File: src/rtl/bcd_scan_timer_if.sv
// Board-side signal bundle for bcd_scan_timer: button/control inputs and display/count outputs.
// The master side is the board (or bench); the slave side is the timer.
interface bcd_scan_timer_if #(
  parameter int NUM_DIGITS = 4
);
  logic                    pause_button;
  logic                    clear;
  logic                    up_down;
  logic                    led;
  logic [6:0]              segmentos;
  logic [NUM_DIGITS-1:0]   displays;
  logic [4*NUM_DIGITS-1:0] count_bcd;

  modport master (
    output pause_button, clear, up_down,
    input  led, segmentos, displays, count_bcd
  );

  modport slave (
    input  pause_button, clear, up_down,
    output led, segmentos, displays, count_bcd
  );
endinterface

File: src/rtl/bcd_scan_timer.sv
// Multi-digit BCD seconds counter with debounced pause toggle and a scanned
// common-anode 7-segment driver (active-low segments and digit enables).

// One BCD digit of the cascade: steps when step is high, reports carry/borrow out.
module bcd_digit_cell (
  input  logic       clock,
  input  logic       reset_n,
  input  logic       clear,
  input  logic       step,
  input  logic       up,
  output logic [3:0] digit_q,
  output logic       carry
);
  logic [3:0] digit_d;

  assign carry = step & (up ? (digit_q == 4'd9) : (digit_q == 4'd0));

  always_comb begin
    digit_d = digit_q;
    if (clear)        digit_d = 4'd0;
    else if (step) begin
      if (up) digit_d = (digit_q == 4'd9) ? 4'd0 : digit_q + 4'd1;
      else    digit_d = (digit_q == 4'd0) ? 4'd9 : digit_q - 4'd1;
    end
  end

  always_ff @(posedge clock or negedge reset_n) begin
    if (!reset_n) digit_q <= 4'd0;
    else          digit_q <= digit_d;
  end
endmodule

module bcd_scan_timer #(
  parameter int TICK_DIV        = 50000000,
  parameter int NUM_DIGITS      = 4,
  parameter int SCAN_DIV        = 50000,
  parameter int DEBOUNCE_CYCLES = 1000000,
  parameter int BLANK_LEADING   = 0
) (
  input  logic           clock,
  input  logic           reset_n,
  bcd_scan_timer_if.slave bus
);
  localparam int TW = $clog2(TICK_DIV);
  localparam int SW = $clog2(SCAN_DIV + 1);
  localparam int DW = $clog2(DEBOUNCE_CYCLES + 1);
  localparam int IW = (NUM_DIGITS > 1) ? $clog2(NUM_DIGITS) : 1;

  localparam logic [TW-1:0] TICK_MAX = TW'(TICK_DIV - 1);
  localparam logic [SW-1:0] SCAN_MAX = SW'(SCAN_DIV - 1);
  localparam logic [DW-1:0] DB_MAX   = DW'(DEBOUNCE_CYCLES - 1);
  localparam logic [IW-1:0] IDX_MAX  = IW'(NUM_DIGITS - 1);

  function automatic logic [6:0] seg_decode(input logic [3:0] d);
    case (d)
      4'd0:    seg_decode = 7'b0000001;
      4'd1:    seg_decode = 7'b1001111;
      4'd2:    seg_decode = 7'b0010010;
      4'd3:    seg_decode = 7'b0000110;
      4'd4:    seg_decode = 7'b1001100;
      4'd5:    seg_decode = 7'b0100100;
      4'd6:    seg_decode = 7'b0100000;
      4'd7:    seg_decode = 7'b0001111;
      4'd8:    seg_decode = 7'b0000000;
      4'd9:    seg_decode = 7'b0000100;
      default: seg_decode = 7'b1111111;
    endcase
  endfunction

  logic                  sync1_q, sync2_q;
  logic [DW-1:0]         db_cnt_q, db_cnt_d;
  logic                  db_lvl_q, db_lvl_d;
  logic                  db_prev_q;
  logic                  paused_q, paused_d;
  logic [TW-1:0]         pre_q, pre_d;
  logic                  tick;
  logic [SW-1:0]         scan_cnt_q, scan_cnt_d;
  logic [IW-1:0]         scan_idx_q, scan_idx_d;
  logic [6:0]            seg_q, seg_d;
  logic [NUM_DIGITS-1:0] disp_q, disp_d;
  logic [NUM_DIGITS-1:0] blank;
  logic                  zero_run;

  logic [NUM_DIGITS-1:0][3:0] digits;
  logic [NUM_DIGITS:0]        step;

  assign tick    = ~paused_q & (pre_q == TICK_MAX);
  assign step[0] = tick;

  // Ripple carry/borrow chain: digit g steps only when every lower digit wraps.
  for (genvar g = 0; g < NUM_DIGITS; g++) begin : g_dig
    bcd_digit_cell u_dig (
      .clock   (clock),
      .reset_n (reset_n),
      .clear   (bus.clear),
      .step    (step[g]),
      .up      (bus.up_down),
      .digit_q (digits[g]),
      .carry   (step[g+1])
    );
  end

  logic unused_top_carry;
  assign unused_top_carry = step[NUM_DIGITS];

  always_comb begin
    zero_run = 1'b1;
    blank    = '0;
    for (int i = NUM_DIGITS - 1; i > 0; i--) begin
      zero_run = zero_run & (digits[i] == 4'd0);
      blank[i] = (BLANK_LEADING != 0) & zero_run;
    end
  end

  always_comb begin
    db_cnt_d = '0;
    db_lvl_d = db_lvl_q;
    if (sync2_q != db_lvl_q) begin
      if (db_cnt_q == DB_MAX) db_lvl_d = sync2_q;
      else                    db_cnt_d = db_cnt_q + 1'b1;
    end

    // Toggle one edge after the debounced level rises; release does nothing.
    paused_d = paused_q ^ (db_lvl_q & ~db_prev_q);

    pre_d = pre_q;
    if (bus.clear)      pre_d = '0;
    else if (!paused_q) pre_d = (pre_q == TICK_MAX) ? '0 : pre_q + 1'b1;

    scan_cnt_d = scan_cnt_q + 1'b1;
    scan_idx_d = scan_idx_q;
    if (scan_cnt_q == SCAN_MAX) begin
      scan_cnt_d = '0;
      scan_idx_d = (scan_idx_q == IDX_MAX) ? '0 : scan_idx_q + 1'b1;
    end

    disp_d = ~(NUM_DIGITS'(1) << scan_idx_q);
    seg_d  = blank[scan_idx_q] ? 7'b1111111 : seg_decode(digits[scan_idx_q]);
  end

  always_ff @(posedge clock or negedge reset_n) begin
    if (!reset_n) begin
      sync1_q    <= 1'b0;
      sync2_q    <= 1'b0;
      db_cnt_q   <= '0;
      db_lvl_q   <= 1'b0;
      db_prev_q  <= 1'b0;
      paused_q   <= 1'b0;
      pre_q      <= '0;
      scan_cnt_q <= '0;
      scan_idx_q <= '0;
      seg_q      <= 7'b1111111;
      disp_q     <= '1;
    end else begin
      sync1_q    <= bus.pause_button;
      sync2_q    <= sync1_q;
      db_cnt_q   <= db_cnt_d;
      db_lvl_q   <= db_lvl_d;
      db_prev_q  <= db_lvl_q;
      paused_q   <= paused_d;
      pre_q      <= pre_d;
      scan_cnt_q <= scan_cnt_d;
      scan_idx_q <= scan_idx_d;
      seg_q      <= seg_d;
      disp_q     <= disp_d;
    end
  end

  assign bus.led       = paused_q;
  assign bus.segmentos = seg_q;
  assign bus.displays  = disp_q;
  assign bus.count_bcd = digits;
endmodule

File: src/flat_wrapper.sv
// flat-port wrapper written by rule: the top's interface ports become plain ports
module bcd_scan_timer_flat 
#(
  parameter int TICK_DIV        = 50000000,
  parameter int NUM_DIGITS      = 4,
  parameter int SCAN_DIV        = 50000,
  parameter int DEBOUNCE_CYCLES = 1000000,
  parameter int BLANK_LEADING   = 0
)
  (clock, reset_n, bus_pause_button, bus_clear, bus_up_down, bus_led, bus_segmentos, bus_displays, bus_count_bcd);
  bcd_scan_timer_if #(.NUM_DIGITS(NUM_DIGITS)) bus_i ();
  input  logic clock;
  input  logic reset_n;
  input wire logic [$bits(bus_i.pause_button)-1:0] bus_pause_button;
  input wire logic [$bits(bus_i.clear)-1:0] bus_clear;
  input wire logic [$bits(bus_i.up_down)-1:0] bus_up_down;
  output wire logic [$bits(bus_i.led)-1:0] bus_led;
  output wire logic [$bits(bus_i.segmentos)-1:0] bus_segmentos;
  output wire logic [$bits(bus_i.displays)-1:0] bus_displays;
  output wire logic [$bits(bus_i.count_bcd)-1:0] bus_count_bcd;
  assign bus_i.pause_button = bus_pause_button;
  assign bus_i.clear = bus_clear;
  assign bus_i.up_down = bus_up_down;
  assign bus_led = bus_i.led;
  assign bus_segmentos = bus_i.segmentos;
  assign bus_displays = bus_i.displays;
  assign bus_count_bcd = bus_i.count_bcd;
  bcd_scan_timer #(.TICK_DIV(TICK_DIV), .NUM_DIGITS(NUM_DIGITS), .SCAN_DIV(SCAN_DIV), .DEBOUNCE_CYCLES(DEBOUNCE_CYCLES), .BLANK_LEADING(BLANK_LEADING)) u_core (.clock(clock), .reset_n(reset_n), .bus(bus_i));
endmodule
File: config.mk
export PLATFORM = sky130hd
export DESIGN_NAME = bcd_scan_timer_flat
export DESIGN_NICKNAME = d
export VERILOG_FILES = /design/src/rtl/bcd_scan_timer_if.sv /design/src/rtl/bcd_scan_timer.sv /design/src/flat_wrapper.sv
export SDC_FILE = /design/constraint.sdc
export NUM_CORES = 1
export LEC_CHECK = 0
export CAP_MARGIN = 20
export CELL_PAD_IN_SITES_DETAIL_PLACEMENT = 0
export CELL_PAD_IN_SITES_GLOBAL_PLACEMENT = 1
export CORE_UTILIZATION = 51
export DETAILED_ROUTE_END_ITERATION = 16
export GPL_TIMING_DRIVEN = 0
export PLACE_DENSITY = 0.95
export SYNTH_ARGS = -nofsm -noshare
export SYNTH_HDL_FRONTEND = slang
export SYNTH_HIERARCHICAL = 1
export SYNTH_SLANG_ARGS = --single-unit
export TNS_END_PERCENT = 1
File: constraint.sdc
create_clock -name clock -period 6.6 [get_ports clock]
set_input_delay 0.66 -clock clock [delete_from_list [all_inputs] [get_ports clock]]
set_output_delay 0.66 -clock clock [all_outputs]
set_load 0.005 [all_outputs]
After elaboration in Yosys (flattened, before gate mapping) --
Memory sizes are Yosys's and may differ from the RTL's. A register that Yosys moved wholly into a read port is not among the register bits. Cells that the tools add are included.
Cells by class: add/sub/neg operators 12, multiply operators 0, divide/modulo/power cells 0, $lt $le $gt $ge 1, eq/ne operators 10, shifts and indexed selects 1, muxes and demuxes 32, bitwise gates (word level) 9, reduce and logical (&&, ||, !) cells 10
Operator list (count):
- $mux 4 | 21
- $mux 26 | 3
- $mux 20 | 2
- $add 26x1->26 const B | 1
- $eq 26x26->1 const B | 1
- $add 20x1->20 const B | 1
- $eq 20x20->1 const B | 1
- $add 16x1->16 const B | 1
- $add 4x1->4 const B | 4
- $eq 16x16->1 const B | 1
- $eq 4x4->1 const B | 4
- $logic_not 4->1 | 4
- $mux 16 | 1
- $sub 4x1->4 const B | 4
- $bmux 4 s2 | 1
- $reduce_bool 2->1 | 4
- $and 1x1->1 | 5
- $not 4->4 | 1
- $shl 1x2->4 const A | 1
- $lt 2x3->1 const B | 1
- $mux 1 | 3
- $add 2x1->2 const B | 1
- $eq 2x2->1 const B | 1
- $mux 2 | 1
- 6 further kinds | 7
Storage, ports and cells: register bits after elaboration 89, latch bits 0, memory bits (writable) 0, memory bits (read-only) 112, input bits 5, output and inout bits 28, word-level logic and storage cells 90, memories kept 1
Memory list:
- (no name shown) | words 16, width 7, read ports 1, clocked after memory_dff 1, wr ports 0, line bcd_scan_timer.sv:55 | case (d)

Longest topological paths before layout --
Gate-level depths: netlist (run 1).
depth after elaboration 7, gate-level depth with buffers 14, depth with buffers taken out 14

Hierarchy --
Netlist (run 1), hierarchy kept.
By module, submodules not included:
- bcd_scan_timer | instances 1, cells each 383, area each 3948.8 um2, sequential area each 2015.7 um2
- bcd_digit_cell | instances 4, cells each 43, area each 360.3 um2, sequential area each 100.1 um2

Worst setup path before layout (run 1) --
Ideal clock, no wire load.
kind register to register, from register u_core.pre_q[18], to register u_core.g_dig[3].u_dig.digit_q[0], setup time 0.072 ns, data arrival time 3.534 ns, required time 6.528 ns, slack 2.994 ns, stages on the path, launching flop included 14, path buffers 0, period minus slack after synthesis 3.606 ns, path through dfrtp_1 nor4b_1 nand4_1 nor4_1 inv_1 nor3_1 inv_1 nor3_1 inv_1 nor3_1 inv_1 a41oi_1 o22ai_1 nor2_1
Between the ends: word-level cells in the longest chain between the ends 6
Ends and longest elaborated chain:
- start: declaration | line bcd_scan_timer.sv:75 | logic [TW-1:0] pre_q, pre_d;
- start signal: assignment | line bcd_scan_timer.sv:161 | pre_q <= pre_d;
- $eq 26x26->1 | line bcd_scan_timer.sv:87 | assign tick = ~paused_q & (pre_q == TICK_MAX);
- $and 1x1->1 | line bcd_scan_timer.sv:87
- via u_core.step[0] | line bcd_scan_timer.sv:85 | logic [NUM_DIGITS:0] step;
- $and 1x1->1 | line bcd_scan_timer.sv:16 | assign carry = step & (up ? (digit_q == 4'd9) : (digit_q == 4'd0));
- via u_core.step[1] | line bcd_scan_timer.sv:85
- $and 1x1->1 | line bcd_scan_timer.sv:16
- via u_core.step[2] | line bcd_scan_timer.sv:85
- $and 1x1->1 | line bcd_scan_timer.sv:16
- via u_core.step[3] | line bcd_scan_timer.sv:85
- $reduce_bool 2->1 (no source line)
- end signal: assignment | line bcd_scan_timer.sv:29 | else digit_q <= digit_d;
- end: declaration | line bcd_scan_timer.sv:11 | output logic [3:0] digit_q,
The timed path passes the listed nets, and every way through them passes these cells. A chain may end at the register's enable or synchronous reset.

Worst setup path in the final report (run 1) --
from register u_core.pre_q[18], to register u_core.g_dig[3].u_dig.digit_q[1]
Same word-level chain as after synthesis.

==> results of run 1 <==
## path summary, 6_finish.rpt
check                                                          endpoint
min reg2reg                                    u_core/sync2_q$_DFF_PN0_
min in group clock                             u_core/sync2_q$_DFF_PN0_
max in group asynchronous              u_core/bus.displays[2]$_DFF_PN1_
max reg2reg                u_core/g_dig[3].u_dig/digit_q[1]$_DFFE_PN0P_
min                                        u_core/pre_q[18]$_DFFE_PN0P_
max                        u_core/g_dig[3].u_dig/digit_q[1]$_DFFE_PN0P_
## logic make-up after synthesis
logic type      after synthesis
simple gates                252
flops                        96
xor+xnor                     60
compound gates               59
buf+inv                      44
fa+ha+maj                    29
mux                          15
## stage by stage
step	hold slack (ns)	std cells	instance area (sq um)
after floorplan	0.331	555	5390
after global placement	0.333	722	5870
after detailed placement	0.344	723	5900
after CTS	0.219	739	6090
after global routing	0.234	739	6090
final	0.225	739	6090
## flip-flops by register name (all words and copies together) (netlist names)
name,count
u_core/bus.displays,4
u_core/bus.led,1
u_core/bus.segmentos,7
u_core/db_cnt_q,20
u_core/db_lvl_q,1
u_core/db_prev_q,1
u_core/g_dig.u_dig/digit_q,16
u_core/pre_q,26
u_core/scan_cnt_q,16
u_core/scan_idx_q,2
u_core/sync1_q,1
u_core/sync2_q,1
## report_power, final
group	leakage, nW	internal (mW)	switching (mW)	total, mW
Sequential	1.28	0.592	0.00291	0.595
Combinational	1.18	0.0119	0.0261	0.0379
Clock	0.0928	0.187	0.207	0.394
Total	2.55	0.790	0.236	1.03
## cells in the mapped netlist, types with 5 or more instances
master | count | area [sq um]
sky130_fd_sc_hd__inv_1 | 23 | 86.3
sky130_fd_sc_hd__buf_2 | 9 | 45.0
sky130_fd_sc_hd__nor4_1 | 10 | 62.6
sky130_fd_sc_hd__nor3_1 | 17 | 85.1
sky130_fd_sc_hd__xor2_1 | 29 | 254
sky130_fd_sc_hd__and3_1 | 11 | 68.8
sky130_fd_sc_hd__nor2b_1 | 6 | 37.5
sky130_fd_sc_hd__nand4_1 | 9 | 56.3
sky130_fd_sc_hd__nor3b_1 | 14 | 105
sky130_fd_sc_hd__dfstp_2 | 11 | 289
sky130_fd_sc_hd__o31ai_1 | 8 | 60.1
sky130_fd_sc_hd__a22oi_1 | 5 | 37.5
sky130_fd_sc_hd__and4_1 | 6 | 52.6
sky130_fd_sc_hd__xnor2_1 | 31 | 272
sky130_fd_sc_hd__a21oi_1 | 16 | 80.1
sky130_fd_sc_hd__nor2_1 | 82 | 308
sky130_fd_sc_hd__nand3_1 | 25 | 125
sky130_fd_sc_hd__nand2_1 | 47 | 176
sky130_fd_sc_hd__dfrtp_1 | 85 | 2130
sky130_fd_sc_hd__ha_1 | 29 | 363
## area by class of cell
cell class	count	area, sq um
plain buffers	17	97.6
clock buffers	12	145
clock inverters	4	53.8
fillers	893	4180
inverters	27	101
multi-input cells	415	2780
flip-flops and latches	96	2420
well taps	136	170
repair buffers	32	335
## per-layer routing
metal / GRT usage [%] / part of all wire, % / vias to the layer above
met3: 3.62 / 3.2 / 12
met5: 0 / 0 / -
met1: 27.6 / 47 / 2036
met4: 6.04 / 1.1 / 0
met2: 34.9 / 48 / 81
li1: - / - / 2009
## worst register-to-register path: stages, from the launching register on
cell,delay [ns]
sky130_fd_sc_hd__dfrtp_1,0.45
sky130_fd_sc_hd__nor4b_1,0.34
sky130_fd_sc_hd__nand4_1,0.17
sky130_fd_sc_hd__nor4_1,0.93
sky130_fd_sc_hd__inv_1,0.20
sky130_fd_sc_hd__nor3_1,0.63
sky130_fd_sc_hd__inv_1,0.19
sky130_fd_sc_hd__nor3_1,0.69
sky130_fd_sc_hd__inv_1,0.19
sky130_fd_sc_hd__nor3_1,0.62
sky130_fd_sc_hd__inv_1,0.18
sky130_fd_sc_hd__a41oi_1,0.27
sky130_fd_sc_hd__a22oi_1,0.10
sky130_fd_sc_hd__nor2_1,0.11
==> run_summary.xml, run 1 <==
<?xml version="1.0" encoding="UTF-8"?>
<metrics>
  <group name="logic_synthesis">
    <metric name="post_synth_inst_count" unit="">555</metric>
    <metric name="yosysWarningCount" unit="">6</metric>
    <metric name="ys_seq_elements" unit="">96</metric>
    <metric name="syn_avg_cell_area" unit="sq um">9.71</metric>
    <metric name="synthAdderAreaFrac" unit="%">6.73</metric>
    <metric name="yosysUniqueCellTypes" unit="">50</metric>
    <metric name="synth_edf_count" unit="">0</metric>
    <metric name="synth_top_family_by_area" unit="">simple AND/OR/NAND/NOR gates</metric>
    <metric name="synthesis.nets" unit="">589</metric>
    <metric name="synth_simple_gate_area_share" unit="%">23.6</metric>
    <metric name="synth-xor-area-share" unit="%">9.75</metric>
    <metric name="synth-compound-area-share" unit="%">7.73</metric>
    <metric name="synth.mux.area_fraction" unit="%">3.67</metric>
    <metric name="most_common_flop_cell_mapped_by_yosys" unit="">sky130_fd_sc_hd__dfrtp_1</metric>
    <metric name="synth_area" unit="sq mm">0.00539</metric>
    <metric name="proportion_of_register_bits_with_asynchronous_set_or_reset_after_synthesis" unit="%">100</metric>
    <metric name="yosysSeqAreaShare" unit="%">44.8</metric>
  </group>
  <group name="timing">
    <metric name="finalSetupTns" unit="ns">0</metric>
    <metric name="clock_skew" unit="ns">0.0133</metric>
    <metric name="min_period_over_period" unit="%">78.1</metric>
    <metric name="final_hold_viols" unit="">0</metric>
    <metric name="worst-slew-pin-transition" unit="ns">1.08</metric>
    <metric name="timing.fmax" unit="MHz">194</metric>
    <metric name="finalWorstSetupSlack" unit="ns">1.45</metric>
    <metric name="rsz_0062_raised_after_global_routing" unit="">false</metric>
    <metric name="final.min_clock_period" unit="ns">5.15</metric>
    <metric name="number_of_endpoints_failing_setup_at_the_final_stage" unit="">0</metric>
    <metric name="timing_max_transition_violations_final" unit="">0</metric>
    <metric name="worst_slew_margin_relative_to_its_limit" unit="%">27.6</metric>
  </group>
  <group name="die">
    <metric name="floorplan.die_area" unit="sq mm">0.0110</metric>
    <metric name="top_level_ports" unit="">33</metric>
    <metric name="core_area" unit="sq mm">0.0103</metric>
    <metric name="number_of_cell_rows" unit="">37</metric>
    <metric name="chipHeight" unit="um">105</metric>
    <metric name="effective_utilization_at_floorplan" unit="%">52.4</metric>
    <metric name="die_width" unit="um">105</metric>
  </group>
  <group name="clock_network">
    <metric name="cts_tree" unit="">built</metric>
    <metric name="total_of_cells_resized_after_clock_tree_synthesis" unit="">0</metric>
    <metric name="cts_htree_levels" unit="">3</metric>
    <metric name="cts_setup_buffers" unit="">0</metric>
    <metric name="root_buffer" unit="">sky130_fd_sc_hd__clkbuf_8</metric>
    <metric name="clkSlewWorstSetupHoldPaths" unit="ns">0.10</metric>
    <metric name="clkLatencyLatePin" unit="ns">0.36</metric>
    <metric name="clock_sink_count" unit="">96</metric>
    <metric name="numCtsBuffers" unit="">9</metric>
    <metric name="cts_max_path_buffers" unit="">2</metric>
    <metric name="cts.hold.buffers_added" unit="">0</metric>
  </group>
  <group name="worst_setup_path">
    <metric name="maximum_fanout_along_the_worst_path" unit="">6</metric>
    <metric name="timing_worst_setup_path_type" unit="">register to register</metric>
    <metric name="cp_top_family" unit="">simple AND/OR/NAND/NOR gates</metric>
    <metric name="path_cells" unit="">nor4b_1, nand4_1, nor4_1, inv_1, nor3_1, inv_1, nor3_1, inv_1, nor3_1, inv_1, a41oi_1, a22oi_1, nor2_1</metric>
    <metric name="ff2ff_setup_slack" unit="ns">1.45</metric>
    <metric name="cp_slowest_cell" unit="">sky130_fd_sc_hd__nor4_1</metric>
    <metric name="critical_path.reg2reg.startpoint" unit="">u_core/pre_q[18]$_DFFE_PN0P_</metric>
    <metric name="worstPathArrival" unit="ns">5.42</metric>
    <metric name="critical_path_required" unit="ns">6.87</metric>
    <metric name="max_stage_delay" unit="ns">0.93</metric>
    <metric name="cp_common_cell" unit="">sky130_fd_sc_hd__inv_1</metric>
    <metric name="critical_path_buffers_and_inverters" unit="">4</metric>
    <metric name="worst_path_depth" unit="">13</metric>
    <metric name="rr_worst_depth" unit="">13</metric>
    <metric name="startpoint_type" unit="">register</metric>
    <metric name="first_element_of_the_critical_path" unit="">u_core/pre_q[18]$_DFFE_PN0P_</metric>
    <metric name="critPathCaptureType" unit="">register</metric>
  </group>
  <group name="finish">
    <metric name="synthToLayoutAreaGrowth" unit="%">13.1</metric>
    <metric name="final_cell_mix" unit="">85 x sky130_fd_sc_hd__dfrtp_1, 82 x sky130_fd_sc_hd__nor2_1, 47 x sky130_fd_sc_hd__nand2_1</metric>
    <metric name="number_of_nets_in_the_final_layout" unit="">632</metric>
    <metric name="post-route-util" unit="%">59.3</metric>
    <metric name="final_common_cell" unit="">sky130_fd_sc_hd__dfrtp_1</metric>
    <metric name="drive_above_1_share" unit="%">10.8</metric>
    <metric name="antennaDiodeCount" unit="">0</metric>
  </group>
  <group name="grt">
    <metric name="grt_first_pass_wirelength" unit="mm">18.5</metric>
    <metric name="global_route.overflow_total" unit="">0</metric>
    <metric name="grt_start_max_net_pins" unit="">69</metric>
    <metric name="track_usage" unit="%">20.8</metric>
    <metric name="antenna_violations_before_repair" unit="">0</metric>
    <metric name="grt_pass1_vias" unit="">3986</metric>
  </group>
  <group name="routing">
    <metric name="detail_route.drc_violations" unit="">0</metric>
    <metric name="antenna_violating_nets_post_route" unit="">0</metric>
    <metric name="first_iter_violations" unit="">144</metric>
    <metric name="wl_per_cell" unit="um">14.7</metric>
    <metric name="detail_route.first_pass.iterations" unit="">4</metric>
    <metric name="detailed_route_via_count" unit="">4138</metric>
    <metric name="viasPerCell" unit="">5.60</metric>
    <metric name="drt-total-wl" unit="mm">10.8</metric>
  </group>
  <group name="power_and_ir_drop">
    <metric name="power.total" unit="mW">1.03</metric>
    <metric name="leakage" unit="nW">2.55</metric>
    <metric name="max-vdd-ir-drop" unit="mV">0.102</metric>
    <metric name="pwr_density_cell" unit="mW/mm^2">168</metric>
  </group>
  <group name="place">
    <metric name="hpwlAfterDp" unit="mm">7.46</metric>
    <metric name="detailedPlace.worstSlack" unit="ns">1.66</metric>
    <metric name="routabilityCongestion" unit="">0.872</metric>
    <metric name="buffer_ports.inserted" unit="">31</metric>
  </group>
  <group name="job">
    <metric name="max_cap_viol_count" unit="">0</metric>
  </group>
  <group name="min_path">
    <metric name="type_of_the_worst_min_delay_path" unit="">input port to asynchronous set/reset pin</metric>
  </group>
  <group name="outcome">
    <metric name="outcome" unit="">completed</metric>
  </group>
</metrics>
(Power assumes the default switching activity.)
==> run 2: changes to the inputs <==
Settings changed: CORE_UTILIZATION 51 to 42, PLACE_DENSITY 0.95 to 0.86.
Clock period 6.6 ns to 4.21 ns, I/O delays scaled along.
==> run_summary.xml, run 2 (synthesis results as in run 1) <==
<?xml version="1.0" encoding="UTF-8"?>
<metrics>
  <group name="die">
    <metric name="top_level_ports" unit="">33</metric>
    <metric name="floorplan.die_area" unit="sq mm">0.0133</metric>
    <metric name="core_area" unit="sq mm">0.0126</metric>
    <metric name="number_of_cell_rows" unit="">41</metric>
    <metric name="die_width" unit="um">115</metric>
    <metric name="chipHeight" unit="um">115</metric>
    <metric name="effective_utilization_at_floorplan" unit="%">42.9</metric>
  </group>
  <group name="routing">
    <metric name="wl_per_cell" unit="um">14.1</metric>
    <metric name="detail_route.drc_violations" unit="">2</metric>
    <metric name="detail_route.first_pass.iterations" unit="">11</metric>
    <metric name="viasPerCell" unit="">5.27</metric>
    <metric name="detailed_route_via_count" unit="">4083</metric>
    <metric name="drt-total-wl" unit="mm">10.9</metric>
    <metric name="antenna_violating_nets_post_route" unit="">0</metric>
    <metric name="first_iter_violations" unit="">225</metric>
  </group>
  <group name="finish">
    <metric name="synthToLayoutAreaGrowth" unit="%">16.5</metric>
    <metric name="number_of_flip_flops_under_the_largest_register_name" unit="">26</metric>
    <metric name="largest_registers_in_the_final_layout" unit="">u_core/pre_q (26), u_core/db_cnt_q (20)</metric>
    <metric name="final_common_cell" unit="">sky130_fd_sc_hd__dfrtp_1</metric>
    <metric name="final_cell_count_no_fill" unit="">775</metric>
    <metric name="reg_with_most_ffs" unit="">u_core/pre_q</metric>
    <metric name="antennaDiodeCount" unit="">0</metric>
    <metric name="fin_area" unit="sq mm">0.00628</metric>
    <metric name="drive_above_1_share" unit="%">11.8</metric>
    <metric name="final_cell_mix" unit="">85 x sky130_fd_sc_hd__dfrtp_1, 82 x sky130_fd_sc_hd__nor2_1, 47 x sky130_fd_sc_hd__nand2_1</metric>
    <metric name="number_of_nets_in_the_final_layout" unit="">632</metric>
    <metric name="post-route-util" unit="%">50.0</metric>
    <metric name="n_fill_cell" unit="">1159</metric>
  </group>
  <group name="job">
    <metric name="max_cap_viol_count" unit="">0</metric>
  </group>
  <group name="timing">
    <metric name="finalWorstSetupSlack" unit="ns">0.288</metric>
    <metric name="worst_slew_margin_relative_to_its_limit" unit="%">40.6</metric>
    <metric name="worst-slew-pin-transition" unit="ns">0.888</metric>
    <metric name="timing_max_transition_violations_final" unit="">0</metric>
    <metric name="final.min_clock_period" unit="ns">3.92</metric>
    <metric name="clock_skew" unit="ns">0.0102</metric>
    <metric name="holdWs" unit="ns">0.0144</metric>
    <metric name="timing.fmax" unit="MHz">255</metric>
    <metric name="number_of_endpoints_failing_setup_at_the_final_stage" unit="">0</metric>
    <metric name="min_period_over_period" unit="%">93.2</metric>
    <metric name="rsz_0062_raised_after_global_routing" unit="">false</metric>
    <metric name="finalSetupTns" unit="ns">0</metric>
    <metric name="final_hold_viols" unit="">0</metric>
  </group>
  <group name="clock_network">
    <metric name="clock_sink_count" unit="">96</metric>
    <metric name="cts.hold.buffers_added" unit="">0</metric>
    <metric name="total_of_cells_resized_after_clock_tree_synthesis" unit="">3</metric>
    <metric name="cts_setup_buffers" unit="">0</metric>
    <metric name="cts_max_path_buffers" unit="">2</metric>
    <metric name="cts_htree_levels" unit="">3</metric>
    <metric name="clkLatencyLatePin" unit="ns">0.35</metric>
    <metric name="root_buffer" unit="">sky130_fd_sc_hd__clkbuf_16</metric>
    <metric name="cts_tree" unit="">built</metric>
    <metric name="numCtsBuffers" unit="">9</metric>
    <metric name="clkSlewWorstSetupHoldPaths" unit="ns">0.08</metric>
  </group>
  <group name="worst_setup_path">
    <metric name="max_stage_delay" unit="ns">0.53</metric>
    <metric name="critPathCaptureType" unit="">register</metric>
    <metric name="cp_top_family" unit="">simple AND/OR/NAND/NOR gates</metric>
    <metric name="cp_common_cell" unit="">sky130_fd_sc_hd__inv_1</metric>
    <metric name="cp_slowest_cell" unit="">sky130_fd_sc_hd__nor4_4</metric>
    <metric name="timing_worst_setup_path_type" unit="">register to register</metric>
    <metric name="critical_path.reg2reg.startpoint" unit="">u_core/pre_q[11]$_DFFE_PN0P_</metric>
    <metric name="path_cells" unit="">nor4b_1, nand4_1, nor4_4, inv_1, nor3_2, inv_1, nor3_2, inv_1, nor3_2, inv_1, a41oi_1, o22ai_1, nor2_1</metric>
    <metric name="critical_path_buffers_and_inverters" unit="">4</metric>
    <metric name="ff2ff_setup_slack" unit="ns">0.29</metric>
    <metric name="startpoint_type" unit="">register</metric>
    <metric name="critical_path_required" unit="ns">4.48</metric>
    <metric name="first_element_of_the_critical_path" unit="">u_core/pre_q[11]$_DFFE_PN0P_</metric>
    <metric name="maximum_fanout_along_the_worst_path" unit="">6</metric>
    <metric name="worstPathArrival" unit="ns">4.19</metric>
  </group>
  <group name="place">
    <metric name="routabilityCongestion" unit="">0.819</metric>
    <metric name="hpwlAfterDp" unit="mm">7.49</metric>
    <metric name="dp.cells" unit="">759</metric>
    <metric name="placed_cell_area" unit="sq mm">0.00594</metric>
    <metric name="detailedPlace.worstSlack" unit="ns">-0.641</metric>
    <metric name="buffer_ports.inserted" unit="">31</metric>
  </group>
  <group name="power_and_ir_drop">
    <metric name="leakage" unit="nW">2.61</metric>
    <metric name="max-vdd-ir-drop" unit="mV">0.270</metric>
    <metric name="power.total" unit="mW">1.84</metric>
    <metric name="pwr_density_cell" unit="mW/mm^2">293</metric>
  </group>
  <group name="grt">
    <metric name="antenna_violations_before_repair" unit="">0</metric>
    <metric name="grt_first_pass_wirelength" unit="mm">18.7</metric>
    <metric name="global_route.overflow_total" unit="">0</metric>
    <metric name="grt_pass1_vias" unit="">4015</metric>
    <metric name="grt_start_max_net_pins" unit="">66</metric>
    <metric name="grtUsageMet3" unit="%">4.96</metric>
    <metric name="grt-busiest-layer" unit="">met2</metric>
    <metric name="gr-usage-met2" unit="%">29.8</metric>
    <metric name="track_usage" unit="%">17.8</metric>
    <metric name="globalRouteMet1Util" unit="%">22.5</metric>
  </group>
  <group name="outcome">
    <metric name="outcome" unit="">complete, but fails checks</metric>
    <metric name="violations" unit="">DRC</metric>
  </group>
  <group name="min_path">
    <metric name="type_of_the_worst_min_delay_path" unit="">input port to asynchronous set/reset pin</metric>
  </group>
</metrics>
==> run 2: cell count changes in the layout (fill, tap and decap cells not counted), moves of 2 or more <==
cell                        delta
sky130_fd_sc_hd__clkbuf_1      -2
sky130_fd_sc_hd__clkbuf_16     +9
sky130_fd_sc_hd__clkbuf_8     -10
sky130_fd_sc_hd__inv_6         +4
sky130_fd_sc_hd__nor3_1        -3
sky130_fd_sc_hd__nor3_2        +3
==> run 2: worst paths after layout <==
path / cells after the start / endpoint
max: 13 / u_core/g_dig[3].u_dig/digit_q[0]$_DFFE_PN0P_
min: 1 / u_core/g_dig[0].u_dig/digit_q[2]$_DFFE_PN0P_
max reg2reg: 13 / u_core/g_dig[3].u_dig/digit_q[0]$_DFFE_PN0P_
min reg2reg: 0 / u_core/sync2_q$_DFF_PN0_
max in group asynchronous: 2 / u_core/bus.displays[3]$_DFF_PN1_
min in group clock: 0 / u_core/sync2_q$_DFF_PN0_
==> run 2: area by class of cell <==
cell class,instances,area (sq um),share of cell area (%)
well taps,172,215,3.43
clock buffers,9,225,3.59
inverters,27,101,1.61
plain buffers,17,97.6,1.55
multi-input cells,415,2810,44.7
repair buffers,32,335,5.34
flip-flops and latches,96,2420,38.5
clock inverters,7,83.8,1.33
==> run 2: metal layers <==
layer / up-vias / wire length [um]
met2: 74 / 5230
met4: 0 / 175
li1: 1998 / -
met5: - / 0
met3: 15 / 411
met1: 1996 / 5070
==> run 2: power breakdown <==
| part | internal (mW) | total (mW) | switching (mW) | leakage [nW] |
|---|---|---|---|---|
| logic | 0.0187 | 0.0593 | 0.0406 | 1.18 |
| clock network | 0.473 | 0.850 | 0.376 | 0.149 |
| registers | 0.928 | 0.933 | 0.00500 | 1.28 |
| total | 1.42 | 1.84 | 0.422 | 2.61 |
